File: src/rtl/uart_tx_pkg.sv
// Shared definitions for the UART transmitter: FSM encoding and parity types.
package uart_tx_pkg;

    typedef enum logic [2:0] {
        IDLE   = 3'd0,
        START  = 3'd1,
        DATA   = 3'd2,
        PARITY = 3'd3,
        STOP   = 3'd4
    } tx_state_e;

    localparam logic PAR_EVEN = 1'b0;
    localparam logic PAR_ODD  = 1'b1;

endpackage

File: src/rtl/uart_tx_serializer.sv
// LSB-first shift register with a bit counter. Each shift_en edge moves the
// current LSB onto the line; done is high in the cycle after the last shift.
module uart_tx_serializer #(
    parameter int DATA_WIDTH = 8
) (
    input  logic                  clk,
    input  logic                  rst_n,
    input  logic                  load,
    input  logic                  shift_en,
    input  logic [DATA_WIDTH-1:0] data_in,
    output logic                  serial_out,
    output logic                  done
);
    localparam int CNT_W = (DATA_WIDTH > 1) ? $clog2(DATA_WIDTH) : 1;
    localparam logic [CNT_W-1:0] LAST_IDX = CNT_W'(DATA_WIDTH - 1);

    logic [DATA_WIDTH-1:0] shift_q, shift_d;
    logic [CNT_W-1:0]      cnt_q, cnt_d;
    logic                  done_q, done_d;

    // Next-state for shifter, counter and done flag.
    always_comb begin
        // NOTE: every signal gets a default first so no path leaves it unassigned, which would infer a latch.
        shift_d = shift_q;
        cnt_d   = cnt_q;
        done_d  = 1'b0;
        if (load) begin
            shift_d = data_in;
            cnt_d   = '0;
        end else if (shift_en) begin
            shift_d = shift_q >> 1;
            done_d  = (cnt_q == LAST_IDX);
            cnt_d   = (cnt_q == LAST_IDX) ? '0 : cnt_q + CNT_W'(1);
        end
    end

    // State registers with asynchronous clear.
    always_ff @(posedge clk or negedge rst_n) begin
        // NOTE: non-blocking assignments so every flop samples pre-edge values regardless of statement order.
        if (!rst_n) begin
            shift_q <= '0;
            cnt_q   <= '0;
            done_q  <= 1'b0;
        end else begin
            shift_q <= shift_d;
            cnt_q   <= cnt_d;
            done_q  <= done_d;
        end
    end

    assign serial_out = shift_q[0];
    assign done       = done_q;

endmodule

File: src/rtl/uart_tx_ctrl.sv
// UART transmit controller: frame FSM, parity generation and registered
// output mux. One bit period per CLK cycle; TX_OUT and busy are flops.
module uart_tx_ctrl
    import uart_tx_pkg::*;
#(
    parameter int DATA_WIDTH = 8
) (
    input  logic                  CLK,
    input  logic                  RST,
    input  logic                  Data_Valid,
    input  logic [DATA_WIDTH-1:0] P_DATA,
    input  logic                  PAR_EN,
    input  logic                  PAR_TYP,
    output logic                  TX_OUT,
    output logic                  busy
);
    tx_state_e             state_q, state_d;
    logic [DATA_WIDTH-1:0] data_q, data_d;
    logic                  par_en_q, par_en_d;
    logic                  par_typ_q, par_typ_d;
    logic                  tx_q, tx_d;
    logic                  busy_q, busy_d;

    logic accept;
    logic load;
    logic shift_en;
    logic ser_out;
    logic ser_done;
    logic parity;

    uart_tx_serializer #(.DATA_WIDTH(DATA_WIDTH)) u_serializer (
        .clk        (CLK),
        .rst_n      (RST),
        .load       (load),
        .shift_en   (shift_en),
        .data_in    (P_DATA),
        .serial_out (ser_out),
        .done       (ser_done)
    );

    // Parity over the latched word, so input changes mid-frame have no effect.
    always_comb begin
        parity = ^data_q;
        case (par_typ_q)
            PAR_EVEN: parity = ^data_q;
            PAR_ODD:  parity = ~^data_q;
        endcase
    end

    // Next state, request capture and registered-output values.
    always_comb begin
        state_d   = state_q;
        data_d    = data_q;
        par_en_d  = par_en_q;
        par_typ_d = par_typ_q;
        load      = 1'b0;
        accept    = Data_Valid && ((state_q == IDLE) || (state_q == STOP));

        case (state_q)
            IDLE:    state_d = accept ? START : IDLE;
            START:   state_d = DATA;
            DATA:    if (ser_done) state_d = par_en_q ? PARITY : STOP;
            PARITY:  state_d = STOP;
            STOP:    state_d = accept ? START : IDLE;
            default: state_d = IDLE;
        endcase

        if (accept) begin
            data_d    = P_DATA;
            par_en_d  = PAR_EN;
            par_typ_d = PAR_TYP;
            load      = 1'b1;
        end

        // The bit registered onto the line is the one the next state shows.
        shift_en = (state_d == DATA);
        case (state_d)
            START:   tx_d = 1'b0;
            DATA:    tx_d = ser_out;
            PARITY:  tx_d = parity;
            default: tx_d = 1'b1;
        endcase
        busy_d = (state_d != IDLE);
    end

    // Registers; reset drives the line idle at once, aborting any frame.
    always_ff @(posedge CLK or negedge RST) begin
        if (!RST) begin
            state_q   <= IDLE;
            data_q    <= '0;
            par_en_q  <= 1'b0;
            par_typ_q <= 1'b0;
            tx_q      <= 1'b1;
            busy_q    <= 1'b0;
        end else begin
            state_q   <= state_d;
            data_q    <= data_d;
            par_en_q  <= par_en_d;
            par_typ_q <= par_typ_d;
            tx_q      <= tx_d;
            busy_q    <= busy_d;
        end
    end

    assign TX_OUT = tx_q;
    assign busy   = busy_q;

endmodule
File: config.mk
export PLATFORM = sky130hd
export DESIGN_NAME = uart_tx_ctrl
export DESIGN_NICKNAME = d
export VERILOG_FILES = /design/src/rtl/uart_tx_pkg.sv /design/src/rtl/uart_tx_serializer.sv /design/src/rtl/uart_tx_ctrl.sv
export SDC_FILE = /design/constraint.sdc
export NUM_CORES = 1
export LEC_CHECK = 0
export BUFFER_PORTS_ARGS = -buffer_cell sky130_fd_sc_hd__clkbuf_2
export CAP_MARGIN = 10
export CORE_MARGIN = 4
export CORE_UTILIZATION = 46
export DETAILED_ROUTE_END_ITERATION = 16
export PLACE_DENSITY = 0.68
export SETUP_SLACK_MARGIN = 0.05
export SLEW_MARGIN = 20
export SYNTH_ARGS = -nofsm -noshare
export SYNTH_HDL_FRONTEND = slang
export SYNTH_HIERARCHICAL = 1
export SYNTH_SLANG_ARGS = --single-unit
File: constraint.sdc
create_clock -name CLK -period 1.65 [get_ports CLK]
set_input_delay 0.0825 -clock CLK [delete_from_list [all_inputs] [get_ports CLK]]
set_output_delay 0.0825 -clock CLK [all_outputs]
set_load 0.1 [all_outputs]
==> metrics.txt <==
Worst EP arrival 1810 ps; Vias per Instance 5.048; largest net degree at the start of global routing 28; CTS clk-pin slew, worst paths 140 ps; Final min period 1576 ps; setup_tns 0 ps; residual DRC count 0; clock tree buffer depth 2; Max Slew Vio Count 0; Post-Syn Instances 122; final period utilization 95.49%; R2R Path Start state_q[0]; die width 60.05 um; final wirelength 2.319 mm; initial antenna violation count 0; CP top delay family simple AND/OR/NAND/NOR gates; M2 GR Usage 27.31%; Cell variety after synth 27; Starting Density 49.40%; number of cells on the critical path 7; first drt pass iteration count 4; Max Cap Viol 0; placed inst area 1385 sq um; Net count, final 172; Synth area leader dfrtp_1; Antenna Cells 0; DRT iter0 DRCs 36; # port buffers 14; post-synthesis net count 137; CTS Buf Count 3; # rows 18; WS Path Type reg2reg; fin area 1585 sq um; setup violators final 0; cell with the largest stage delay on the worst path dfrtp_2; start point of the critical path state_q[0]; layout cells sized above 1 25.64%; type of destination of the critical path flip-flop; Leak Pwr 0.7727 nW; M1 GR Usage 17.88%; Post-Route Skew 3.961 ps; grt total ovfl 0; CTS tree built; Worst slew margin 56.34%; Worst Reg-to-Reg Cells 7; worst slew pin tran 654.9 ps; Crit Path Max Fanout 5; GRT busiest layer met2; RePlAce Congestion 0.8294; final hold violation count 0; Root Buffer Master clkbuf_4; WP buf/inv 2; vias 939; CP peak stage delay 480 ps; met3 usage 4.536%; most area-consuming cells after synthesis dfrtp_1 (52%), nand2_1 (12%), mux2i_1 (7.2%), xnor2_1 (2.8%), o21ai_1 (2.4%); die height 60.05 um; core area 2522 sq um; Worst EP required 1880 ps; Hold WC Path Type in2async; Top-Level Pins 15; Tot GR Track Use 15.07%; global-route wire length before repair 4.057 mm; Clock Sinks 27; synthesis-stage register bit count 27; post-detail-place hpwl 1.657 mm; Synth Cell Area 1246 sq um; Critical Path Sink u_serializer/cnt_q[2]; top cell type's share of synthesized area 52.21%; drt wl/cell 12.47 um; Mean Syn Cell Area 10.21 sq um; PD cells 1938 nW/um^2; unrepaired setup endpoints after global routing yes; Synth warnings 6; area growth from synthesis to layout 27.21%; antenna-violating nets left 0; terminus of the critical flop-to-flop path u_serializer/cnt_q[2]; f_max 634.7 MHz; die footprint 3606 sq um; peak supply drop 1541 uV; CP cell instances or3_4 > nand2_4 > nor3_4 > buf_6 > buf_4 > mux2i_1 > nor2_1; vias in the first global route 916; Reg2Reg Setup Slack 70 ps; CTS H-Tree Depth 1; crit path launch type flip-flop; worst-skew pair later-pin latency 320 ps; sequential cell area fraction in the yosys report 54.32%; outcome complete, no violations
==> timing repair <==
action                                  CTS  global route
buffers inserted                          0             2
pin swaps                                 0             3
endpoints found under the setup margin    6            10
resized for setup                         2             9
hold buffers                             12             0
hold endpoints to repair                 45             0
==> per-layer routing <==
| metal | up-vias | part of all wire (%) |
|---|---|---|
| met1 | 457 | 42 |
| li1 | 462 | - |
| met2 | 18 | 53 |
| met5 | - | 0 |
| met4 | 0 | 0.65 |
| met3 | 2 | 4.9 |
==> state kept, by name, summed over array words and instances (netlist names), 3 cells and up <==
name                  flops
data_q                    8
u_serializer/shift_q      8
state_q                   3
u_serializer/cnt_q        3
==> Yosys cell counts <==
master and n:
buf_2 3, xnor2_4 1, mux2i_1 9, nor2_1 5, a21oi_1 2, o22ai_1 1, dfrtp_1 26, clkbuf_1 1
nand2_1 40, ha_1 2, o21ai_1 6, nor2b_1 2, xnor2_2 1, xnor2_1 4, inv_2 1, or3_1 1
o21ai_0 3, nor3_1 2, nand2_4 1, buf_4 1, a21oi_2 1, xnor3_1 1, dfstp_2 1, nand2_2 1
inv_1 1, or3b_1 1, nand2b_1 4
==> kinds of logic (layout without fill, tap and decap cells) <==
| group | count (synthesis) | count (layout) | share of synthesized area [%] |
|---|---|---|---|
| compound gates | 13 | 13 | 5.623 |
| xor+xnor | 7 | 7 | 8.133 |
| fa+ha+maj | 2 | 2 | 2.008 |
| buf+inv | 7 | 41 | 2.710 |
| flops | 27 | 27 | 54.32 |
| mux | 9 | 9 | 7.229 |
| simple gates | 57 | 57 | 19.98 |
==> area by class of cell <==
| type | count | area, sq um |
|---|---|---|
| fillers | 207 | 937.1 |
| clock buffers | 4 | 26.28 |
| repair buffers | 35 | 265.3 |
| well taps | 30 | 37.54 |
| multi-input cells | 88 | 569.3 |
| flip-flops and latches | 27 | 679.4 |
| inverters | 2 | 7.507 |
==> worst min-delay path by stage <==
stage | start | depth (start not counted) | to | slack (ps)
global route | RST | 2 | par_typ_q | 340
global placement | RST | 1 | u_serializer/done | 140
CTS | RST | 2 | u_serializer/done | 310
finish | RST | 2 | u_serializer/done | 290
floorplan | RST | 0 | busy | -210
detailed placement | RST | 1 | u_serializer/done | 150
==> where the power goes <==
part / switching, W / total (W) / leakage, nW / internal, W
Combinational: 0.000796 / 0.00161 / 0.422 / 0.000817
Sequential: 0.000214 / 0.00118 / 0.335 / 0.000963
Clock: 0.000188 / 0.000282 / 0.0150 / 0.0000948
==> stage by stage <==
stage / hold slack (ps) / utilization (%) / power, W / cells / setup slack [ps]
after global placement: 141.9 / 54.91 / 0.002621 / 168 / 99.76
after global routing: 336.3 / 62.85 / 0.003324 / 186 / 17.29
final: 293.6 / 62.85 / 0.003073 / 186 / 74.37
after floorplan: -213.1 / - / 0.002357 / 122 / 54.41
after CTS: 312.9 / 61.01 / 0.002988 / 184 / 59.13
after detailed placement: 145.4 / 54.91 / 0.002677 / 168 / 62.04
==> layout by cell type (no fill, tap or decap) <==
cell type,synthesis,layout
or3b_1,1,1
xnor2_2,1,1
o21ai_0,3,2
clkbuf_4,0,3
inv_2,1,1
xnor2_4,1,1
dfrtp_2,0,2
nand2_2,1,1
dfrtp_1,26,24
nor2_1,5,5
clkbuf_2,0,14
nor3_4,0,1
nand2_1,40,40
dfstp_2,1,1
xnor3_1,1,1
nand2b_1,4,3
mux2i_1,9,9
buf_6,0,2
a21oi_1,2,2
o22ai_1,1,1
xnor2_1,4,4
nand2b_4,0,1
buf_4,1,7
inv_1,1,1
dlygate4sd3_1,0,12
nor2b_2,0,1
a21oi_2,1,1
ha_1,2,2
nor3_1,2,1
clkbuf_1,1,1
or3_4,0,1
nand2_4,1,1
o21ai_1,6,7
nor2b_4,0,1
Note: power is estimated with default switching activity, not from simulation.
